[src/rtl/dcache_controller.sv]
// Direct-mapped, write-through, no-write-allocate L1 data-cache controller.
// Stalls the CPU on read misses and on every write while the fixed-latency memory works.
module dcache_controller #(
    parameter int INDEX_BITS  = 4,
    parameter int MEM_LATENCY = 3
) (
    input  logic         clk,
    input  logic         reset,
    input  logic         cpu_read,
    input  logic         cpu_write,
    input  logic [31:0]  cpu_address,
    input  logic [31:0]  cpu_wdata,
    output logic [31:0]  cpu_rdata,
    output logic         stall,
    output logic         hit,
    output logic [31:0]  mem_address,
    output logic [31:0]  mem_wdata,
    output logic         mem_read,
    output logic         mem_write,
    input  logic [127:0] mem_line
);

    localparam int LINES    = 1 << INDEX_BITS;
    localparam int TAG_BITS = 28 - INDEX_BITS;
    localparam int CNT_W    = $clog2(MEM_LATENCY + 1);

    typedef enum logic [1:0] {IDLE, FILL, WRITE, DONE} state_t;

    state_t                r_state;
    state_t                w_nextState;
    logic [CNT_W-1:0]      r_cnt;
    logic                  r_postReset;
    logic [31:0]           r_addr;
    logic [31:0]           r_wdata;
    logic [LINES-1:0]      r_valid;
    logic [TAG_BITS-1:0]   r_tag  [LINES];
    logic [31:0]           r_data [LINES][4];

    logic [31:0]           w_lookAddr;
    logic [INDEX_BITS-1:0] w_lookIdx;
    logic [1:0]            w_lookOff;
    logic [TAG_BITS-1:0]   w_lookTag;
    logic                  w_lookHit;
    logic [31:0]           w_lookWord;
    logic [INDEX_BITS-1:0] w_latchIdx;
    logic                  w_lastCycle;
    logic                  w_accept;
    logic                  w_idleWrite;
    logic                  w_idleRead;
    logic                  w_unused;

    // In DONE the lookup follows the latched address so a fresh fill can be returned.
    assign w_lookAddr  = (r_state == DONE) ? r_addr : cpu_address;
    assign w_lookIdx   = w_lookAddr[INDEX_BITS+3:4];
    assign w_lookOff   = w_lookAddr[3:2];
    assign w_lookTag   = w_lookAddr[31:INDEX_BITS+4];
    assign w_lookHit   = r_valid[w_lookIdx] && (r_tag[w_lookIdx] == w_lookTag);
    assign w_lookWord  = r_data[w_lookIdx][w_lookOff];
    assign w_latchIdx  = r_addr[INDEX_BITS+3:4];
    assign w_lastCycle = (r_cnt == CNT_W'(MEM_LATENCY - 1));
    assign w_accept    = (r_state == IDLE) && !reset && !r_postReset;
    assign w_idleWrite = w_accept && cpu_write;
    assign w_idleRead  = w_accept && cpu_read && !cpu_write;
    assign w_unused    = &{1'b0, w_lookAddr[1:0], r_addr[1:0]};

    always_comb begin
        w_nextState = r_state;
        stall       = 1'b0;
        hit         = 1'b0;
        mem_read    = 1'b0;
        mem_write   = 1'b0;
        mem_address = 32'h0;
        mem_wdata   = 32'h0;
        cpu_rdata   = 32'h0;
        case (r_state)
            IDLE: begin
                if (w_idleWrite) begin
                    stall       = 1'b1;
                    hit         = w_lookHit;
                    w_nextState = WRITE;
                end else if (w_idleRead) begin
                    hit = w_lookHit;
                    if (w_lookHit) begin
                        cpu_rdata = w_lookWord;
                    end else begin
                        stall       = 1'b1;
                        w_nextState = FILL;
                    end
                end
            end
            FILL: begin
                stall       = 1'b1;
                mem_read    = 1'b1;
                mem_address = {r_addr[31:4], 4'b0000};
                if (w_lastCycle) w_nextState = DONE;
            end
            WRITE: begin
                stall       = 1'b1;
                mem_write   = 1'b1;
                mem_address = {r_addr[31:2], 2'b00};
                mem_wdata   = r_wdata;
                if (w_lastCycle) w_nextState = DONE;
            end
            DONE: begin
                if (cpu_read && w_lookHit) cpu_rdata = w_lookWord;
                w_nextState = IDLE;
            end
            default: w_nextState = IDLE;
        endcase
        // Reset silences every handshake immediately, even mid-transaction.
        if (reset) begin
            stall       = 1'b0;
            hit         = 1'b0;
            mem_read    = 1'b0;
            mem_write   = 1'b0;
            mem_address = 32'h0;
            mem_wdata   = 32'h0;
            cpu_rdata   = 32'h0;
        end
    end

    always_ff @(posedge clk) begin
        if (reset) begin
            r_state     <= IDLE;
            r_cnt       <= '0;
            r_postReset <= 1'b1;
        end else begin
            r_state     <= w_nextState;
            r_postReset <= 1'b0;
            if ((r_state == FILL || r_state == WRITE) && !w_lastCycle)
                r_cnt <= r_cnt + 1'b1;
            else
                r_cnt <= '0;
        end
    end

    always_ff @(posedge clk) begin
        if (w_idleWrite || w_idleRead) begin
            r_addr  <= cpu_address;
            r_wdata <= cpu_wdata;
        end
    end

    always_ff @(posedge clk) begin
        if (reset)
            r_valid <= '0;
        else if (r_state == FILL && w_lastCycle)
            r_valid[w_latchIdx] <= 1'b1;
    end

    // Tag and data arrays carry no reset; validity alone decides whether they are used.
    always_ff @(posedge clk) begin
        if (!reset && r_state == FILL && w_lastCycle) begin
            r_tag[w_latchIdx] <= r_addr[31:INDEX_BITS+4];
            for (int w = 0; w < 4; w++)
                r_data[w_latchIdx][w] <= mem_line[32*w +: 32];
        end else if (w_idleWrite && w_lookHit) begin
            r_data[w_lookIdx][w_lookOff] <= cpu_wdata;
        end
    end

endmodule

[config.mk]
export PLATFORM = sky130hd
export DESIGN_NAME = dcache_controller
export DESIGN_NICKNAME = d
export VERILOG_FILES = /design/src/rtl/dcache_controller.sv
export SDC_FILE = /design/constraint.sdc
export NUM_CORES = 2
export LEC_CHECK = 0
export BUFFER_PORTS_ARGS = -buffer_cell sky130_fd_sc_hd__buf_2
export CORE_ASPECT_RATIO = 2
export CORE_MARGIN = 5
export CORE_UTILIZATION = 30
export CTS_CLUSTER_SIZE = 30
export DETAILED_ROUTE_END_ITERATION = 8
export GPL_TIMING_DRIVEN = 1
export PLACE_DENSITY_LB_ADDON = 0.12
export SYNTH_ARGS = -nofsm -noshare
export SYNTH_HDL_FRONTEND = slang
export SYNTH_SLANG_ARGS = --single-unit
export TNS_END_PERCENT = 5
[constraint.sdc]
create_clock -name clk -period 15 [get_ports clk]
set_input_delay 3 -clock clk [delete_from_list [all_inputs] [get_ports clk]]
set_output_delay 3 -clock clk [all_outputs]
set_load 0.05 [all_outputs]
### Yosys cells after proc, flatten, opt, wreduce, memory -nomap -nowiden

Memory sizes are Yosys's and may differ from the RTL's.
Index checks and enable logic that the tools add are counted.

* add/sub/neg operators: 1
* order comparisons: 5
* eq/ne operators: 8
* multiplexer cells: 47
* bitwise operators: 3
* reductions and logical operators: 25

Operators with widths (number)
* 2-to-1 mux 128 bit: 3
* 2-to-1 mux 32 bit: 12
* one-hot mux 32 bit (2 select lines): 2
* OR reduction 128 bit: 1
* binary-select mux 32 bit (select 2 bit): 1
* demux 32 bit (select 2 bit): 1
* equality test 24 bit: 1
* 2-to-1 mux 1 bit: 19
* OR 16 bit: 1
* logical AND 1 bit: 14
* < comparator 4 x 5 -> 1 bit, second input constant: 2
* 2-to-1 mux 2 bit: 4
* equality test 2 bit, second input constant: 3
* != test 3 bit, second input constant: 2
* one-hot mux 2 bit (3 select lines): 1
* binary-select mux 1 bit (select 4 bit): 1
* demux 1 bit (select 4 bit): 1
* >= comparator 4 x 1 -> 1 bit, second input constant: 1
* logical NOT 1 bit: 4
* 2-to-1 mux 4 bit: 1
* OR reduction 2 bit: 2
* >= comparator 3 bit, second input constant: 1
* < comparator 3 x 1 -> 1 bit, second input constant: 1
* NOT 2 -> 3 bit: 1
* other kinds (8): 9

* bits in registers: 85
* RAM bits: 2432
* bits of input ports: 196
* output and inout bits: 100
* word-level logic and storage cells: 97
* memories: 2

Memories
* r_data: words 16, bits a word 128, read ports 1, clocked after Yosys merged registers in 0, write ports 1, RTL line 37 `logic [31:0] r_data [LINES][4];`
* r_tag: words 16, bits a word 24, read ports 1, clocked after Yosys merged registers in 0, write ports 1, RTL line 36 `logic [TAG_BITS-1:0] r_tag [LINES];`

### Logic depth before layout (Yosys ltp)

* depth after elaboration: 11
* depth in mapped cells: 17
* mapped depth without buffers: 11

### Least setup slack after synthesis

OpenSTA, ideal clock, no wires.

* path type: input to output
* from: input cpu_address[4]
* to: output cpu_rdata[11]
* arrival: 7.368 ns
* data required time: 12.000 ns
* path slack: 4.632 ns
* stages: 13
* path buffers: 5
* cell sequence: buf_4 -> mux2_4 -> buf_6 -> buf_6 -> buf_6 -> or3_1 -> a32oi_1 -> a21boi_0 -> or4b_1 -> a2111oi_2 -> nand3_2 -> buf_2 -> nor4_1

* longest elaborated chain between the ends: 10
* elaborated cells between the ends (all ways): 17
* classes of those cells: 1 x eq/ne; 12 x mux; 2 x reduce/logical; 2 x memory

RTL lines
* from (decl): RTL line 11 `input logic [31:0] cpu_address,`
* 2-to-1 mux 32 bit *: RTL line 53 `assign w_lookAddr = (r_state == DONE) ? r_addr : cpu_address;`
* memory (16 x 128 bit)
* binary-select mux 32 bit (select 2 bit): RTL line 58 `assign w_lookWord = r_data[w_lookIdx][w_lookOff];`
* 2-to-1 mux 32 bit (not written as such) (2 in series): RTL line 58
* 2-to-1 mux 32 bit: RTL line 83 `if (w_lookHit) begin`
* 2-to-1 mux 32 bit: RTL line 81 `end else if (w_idleRead) begin`
* 2-to-1 mux 32 bit: RTL line 77 `if (w_idleWrite) begin`
* one-hot mux 32 bit (2 select lines) *: RTL line 75 `case (r_state)`
* 2-to-1 mux 32 bit *: RTL line 111 `if (reset) begin`
* to (decl): RTL line 13 `output logic [31:0] cpu_rdata,`

Every way passes the cells marked *; elsewhere a longest branch is shown, timed or not. The select of a mux whose other input is x is not followed.

### Worst setup path after layout

* from: input cpu_address[4]
* to: output cpu_rdata[20]

The elaborated chain is that of the path after synthesis.

==> impl_metrics.py <==
metrics = {
    "power_and_ir_drop": {
        "swShare_pct": 23.64,
        "seq_power_share_pct": 52.6,
        "p_int_uw": 11320,
        "p_total_uw": 14820,
        "ir_drop_mv": 0.1070,
        "switchingPower_uw": 3502,
        "clkPwrFrac_pct": 39.9,
        "leakagePower_uw": 0.03738,
        "comb_power_share_pct": 7.6,
        "powerDensity_mw_per_mm2": 126.9,
    },
    "clock_network": {
        "cts_resized": 0,
        "cts.hold.buffers_added": 0,
        "clk_path_buf_depth": 4,
        "htreeDepth": 4,
        "cts_tree": "built",
        "post_cts_buffers": 0,
        "path_clk_slew_ns": 0.06,
        "clock-root-buffer": "clkbuf_16",
        "numCtsBuffers": 239,
        "cts_num_sinks": 2515,
        "clock_latency_ns": 0.95,
    },
    "synth": {
        "ys_ff_latch": 2515,
        "synth_cell_types": 80,
        "ys.flop_type": "edfxtp_1",
        "synth_edf_count": 2494,
        "async_flop_share_pct": 0,
        "yosysWarningCount": 0,
        "syn_area_sq_mm": 0.1014,
        "yosys-top-cells-area": "edfxtp_1 74%, mux4_2 12%, nand2_1 2.2%",
        "synth_top_cell_area_share_pct": 73.87,
        "synth_seq_area_share_pct": 74.29,
        "synth_area_leader_cell": "edfxtp_1",
        "synth.avg_cell_area_sq_um": 18.50,
        "syn_inst": 5480,
    },
    "routing": {
        "viasPerCell": 5.289,
        "dr.pass1.iters": 6,
        "wire_per_inst_microns": 34.76,
        "drtAntennaViolNets": 0,
        "drcViolationCount": 0,
        "vias": 55428,
        "routed_wl_mm": 364.2,
        "drt_iter0_drc": 5148,
    },
    "floorplan": {
        "fp-row-count": 302,
        "core_sq_mm": 0.3374,
        "die_area_sq_mm": 0.3504,
        "dieWidth_microns": 421.1,
        "ios": 296,
        "die_height_microns": 832.1,
        "initial_utilization_pct": 30.04,
    },
    "sta": {
        "hold_violations": 0,
        "period_share_pct": 82.45,
        "report.final.slew_viol_count": 0,
        "setup_tns_ns": 0,
        "worst_slew_pin_slew_ns": 1.254,
        "setup_ws_ns": 2.632,
        "finalCriticalPeriod_ns": 12.37,
        "skew_ns": 0.1503,
        "rsz0062_at_grt": "no",
        "max-slew-margin-rel_pct": 16.25,
        "fmax_mhz": 80.86,
        "setup_viol": 0,
    },
    "global_routing": {
        "globalRoute.totalOverflow": 0,
        "grt_max_degree": 110,
        "antenna_found_initial": 42,
        "grt_usage_pct": 20.26,
        "grt_pass1_vias": 58069,
        "grt_first_pass_wirelength_mm": 493.4,
    },
    "placed_design": {
        "port_buffers": 291,
        "post_dp_cell_area_sq_mm": 0.1094,
        "dp_cells": 10017,
        "place_hpwl_mm": 217.0,
        "place_ws_ns": 2.417,
        "gp_congestion": 0.8229,
    },
    "setup_path": {
        "start_kind": "input port",
        "setup.worst_path.end": "cpu_rdata[20]",
        "cp_max_fo": 74,
        "cp-end-kind": "output port",
        "r2r_start": "r_state[0]",
        "worstPathArrival_ns": 9.37,
        "critPathRequiredTime_ns": 12.00,
        "ff2ff_setup_slack_ns": 5.86,
        "timing.rr.end": "r_data[1][1]",
        "reg2reg_depth": 14,
        "crit_path_start": "cpu_address[4]",
        "worstSetupPathType": "input port to output port",
    },
    "cells_and_area": {
        "layout_commonest_cell": "edfxtp_1",
        "final_cell_mix": "2,494 x edfxtp_1, 591 x nand2_1, 537 x mux4_2, 291 x buf_2, 242 x clkbuf_16",
        "final_area_sq_mm": 0.1168,
        "drive_above_1_share_pct": 26.50,
        "nets": 6051,
        "area_growth_pct": 15.18,
        "stdcell_count": 10479,
    },
    "worst_hold_path": {
        "hold_path_class": "register to register",
    },
    "flow_run": {
        "max_cap_viol_count": 0,
    },
    "outcome": {
        "status": "completed",
    },
}
## state kept, by name, summed over array words and instances, names as in the netlist
name	flops
r_data	2048
r_addr	30
r_valid	16
r_state	2
r_wdata	32
r_tag	384
r_cnt	2
r_postReset	1
## worst max-delay path: stages
cell and delay [ns]:
buf_2 0.58, mux2_8 0.79, buf_4 0.84, buf_4 0.81
mux4_2 0.37, nand2_1 0.06, and3_1 0.23, a31oi_1 0.89
o22ai_1 0.64, nor4_1 0.60, buf_2 0.37
## stage by stage
step	utilization, %	hold WS (ns)
finish	34.61	0.4313
global route	34.59	0.4601
CTS	34.58	0.4314
detailed placement	32.41	0.4214
global placement	32.41	0.4067
floorplan	-	0.3975
## Yosys cell counts (39+ instances only)
cell type  number
and2_1         62
buf_2         103
mux2i_1        52
a31oi_1        70
o31ai_1        77
inv_1          39
o21ai_0       102
nor2_1        155
and3_1         74
nor2b_1        40
mux4_2        537
mux2_2         88
mux2_4         61
nand3_1       143
clkbuf_1      188
nand2b_1       42
nand2_1       591
a21oi_1       112
o22ai_1        75
edfxtp_1     2494
## power groups by stage
stage / combinational [uW] / sequential (uW) / clock, uW
floorplan: 651 / 7920 / 0
CTS: 1150 / 7790 / 6070
finish: 1120 / 7790 / 5910
detailed placement: 1150 / 7940 / 0
global route: 1190 / 7790 / 6320
global placement: 1140 / 7940 / 0
## worst min path at each step
stage	startpoint	to	cells past startpoint
after floorplan	r_cnt[0]	r_cnt[0]	1
after global placement	r_cnt[0]	r_cnt[0]	1
after detailed placement	r_cnt[0]	r_cnt[0]	1
after CTS	r_cnt[0]	r_cnt[0]	1
after global routing	r_cnt[0]	r_cnt[0]	1
final	r_cnt[0]	r_cnt[0]	1
## routing by layer
metal  share of wire [%]  vias to the layer above  track usage (%)
met5               0.013                        -                0
met4                 4.4                        8            7.509
met3                 4.4                      483            2.376
met2                  53                     1654            37.29
met1                  38                    30414            24.33
li1                    -                    22869                -
## final cells by class
cell class / instances / area, sq um
Fill cell: 32123 / 220700
Sequential cell: 2515 / 75310
Multi-Input combinational cell: 2583 / 25490
Clock buffer: 298 / 6326
Tap cell: 4408 / 5515
Timing Repair Buffer: 472 / 2903
Clock inverter: 128 / 984.7
Inverter: 39 / 148.9
Antenna cell: 36 / 90.09
## logic make-up after synthesis
logic type / Yosys count / synth area share (%)
adder cells (fa/ha/maj): 5 / 0.06171
AO/OA/AOI/OAI: 602 / 3.874
other: 1 / 0.003699
buffers and inverters: 383 / 1.697
XOR/XNOR: 10 / 0.08640
AND/OR/NAND/NOR: 1223 / 5.608
flip-flops: 2515 / 74.29
multiplexers: 741 / 14.38
Note: power is estimated with default switching activity, not from simulation.
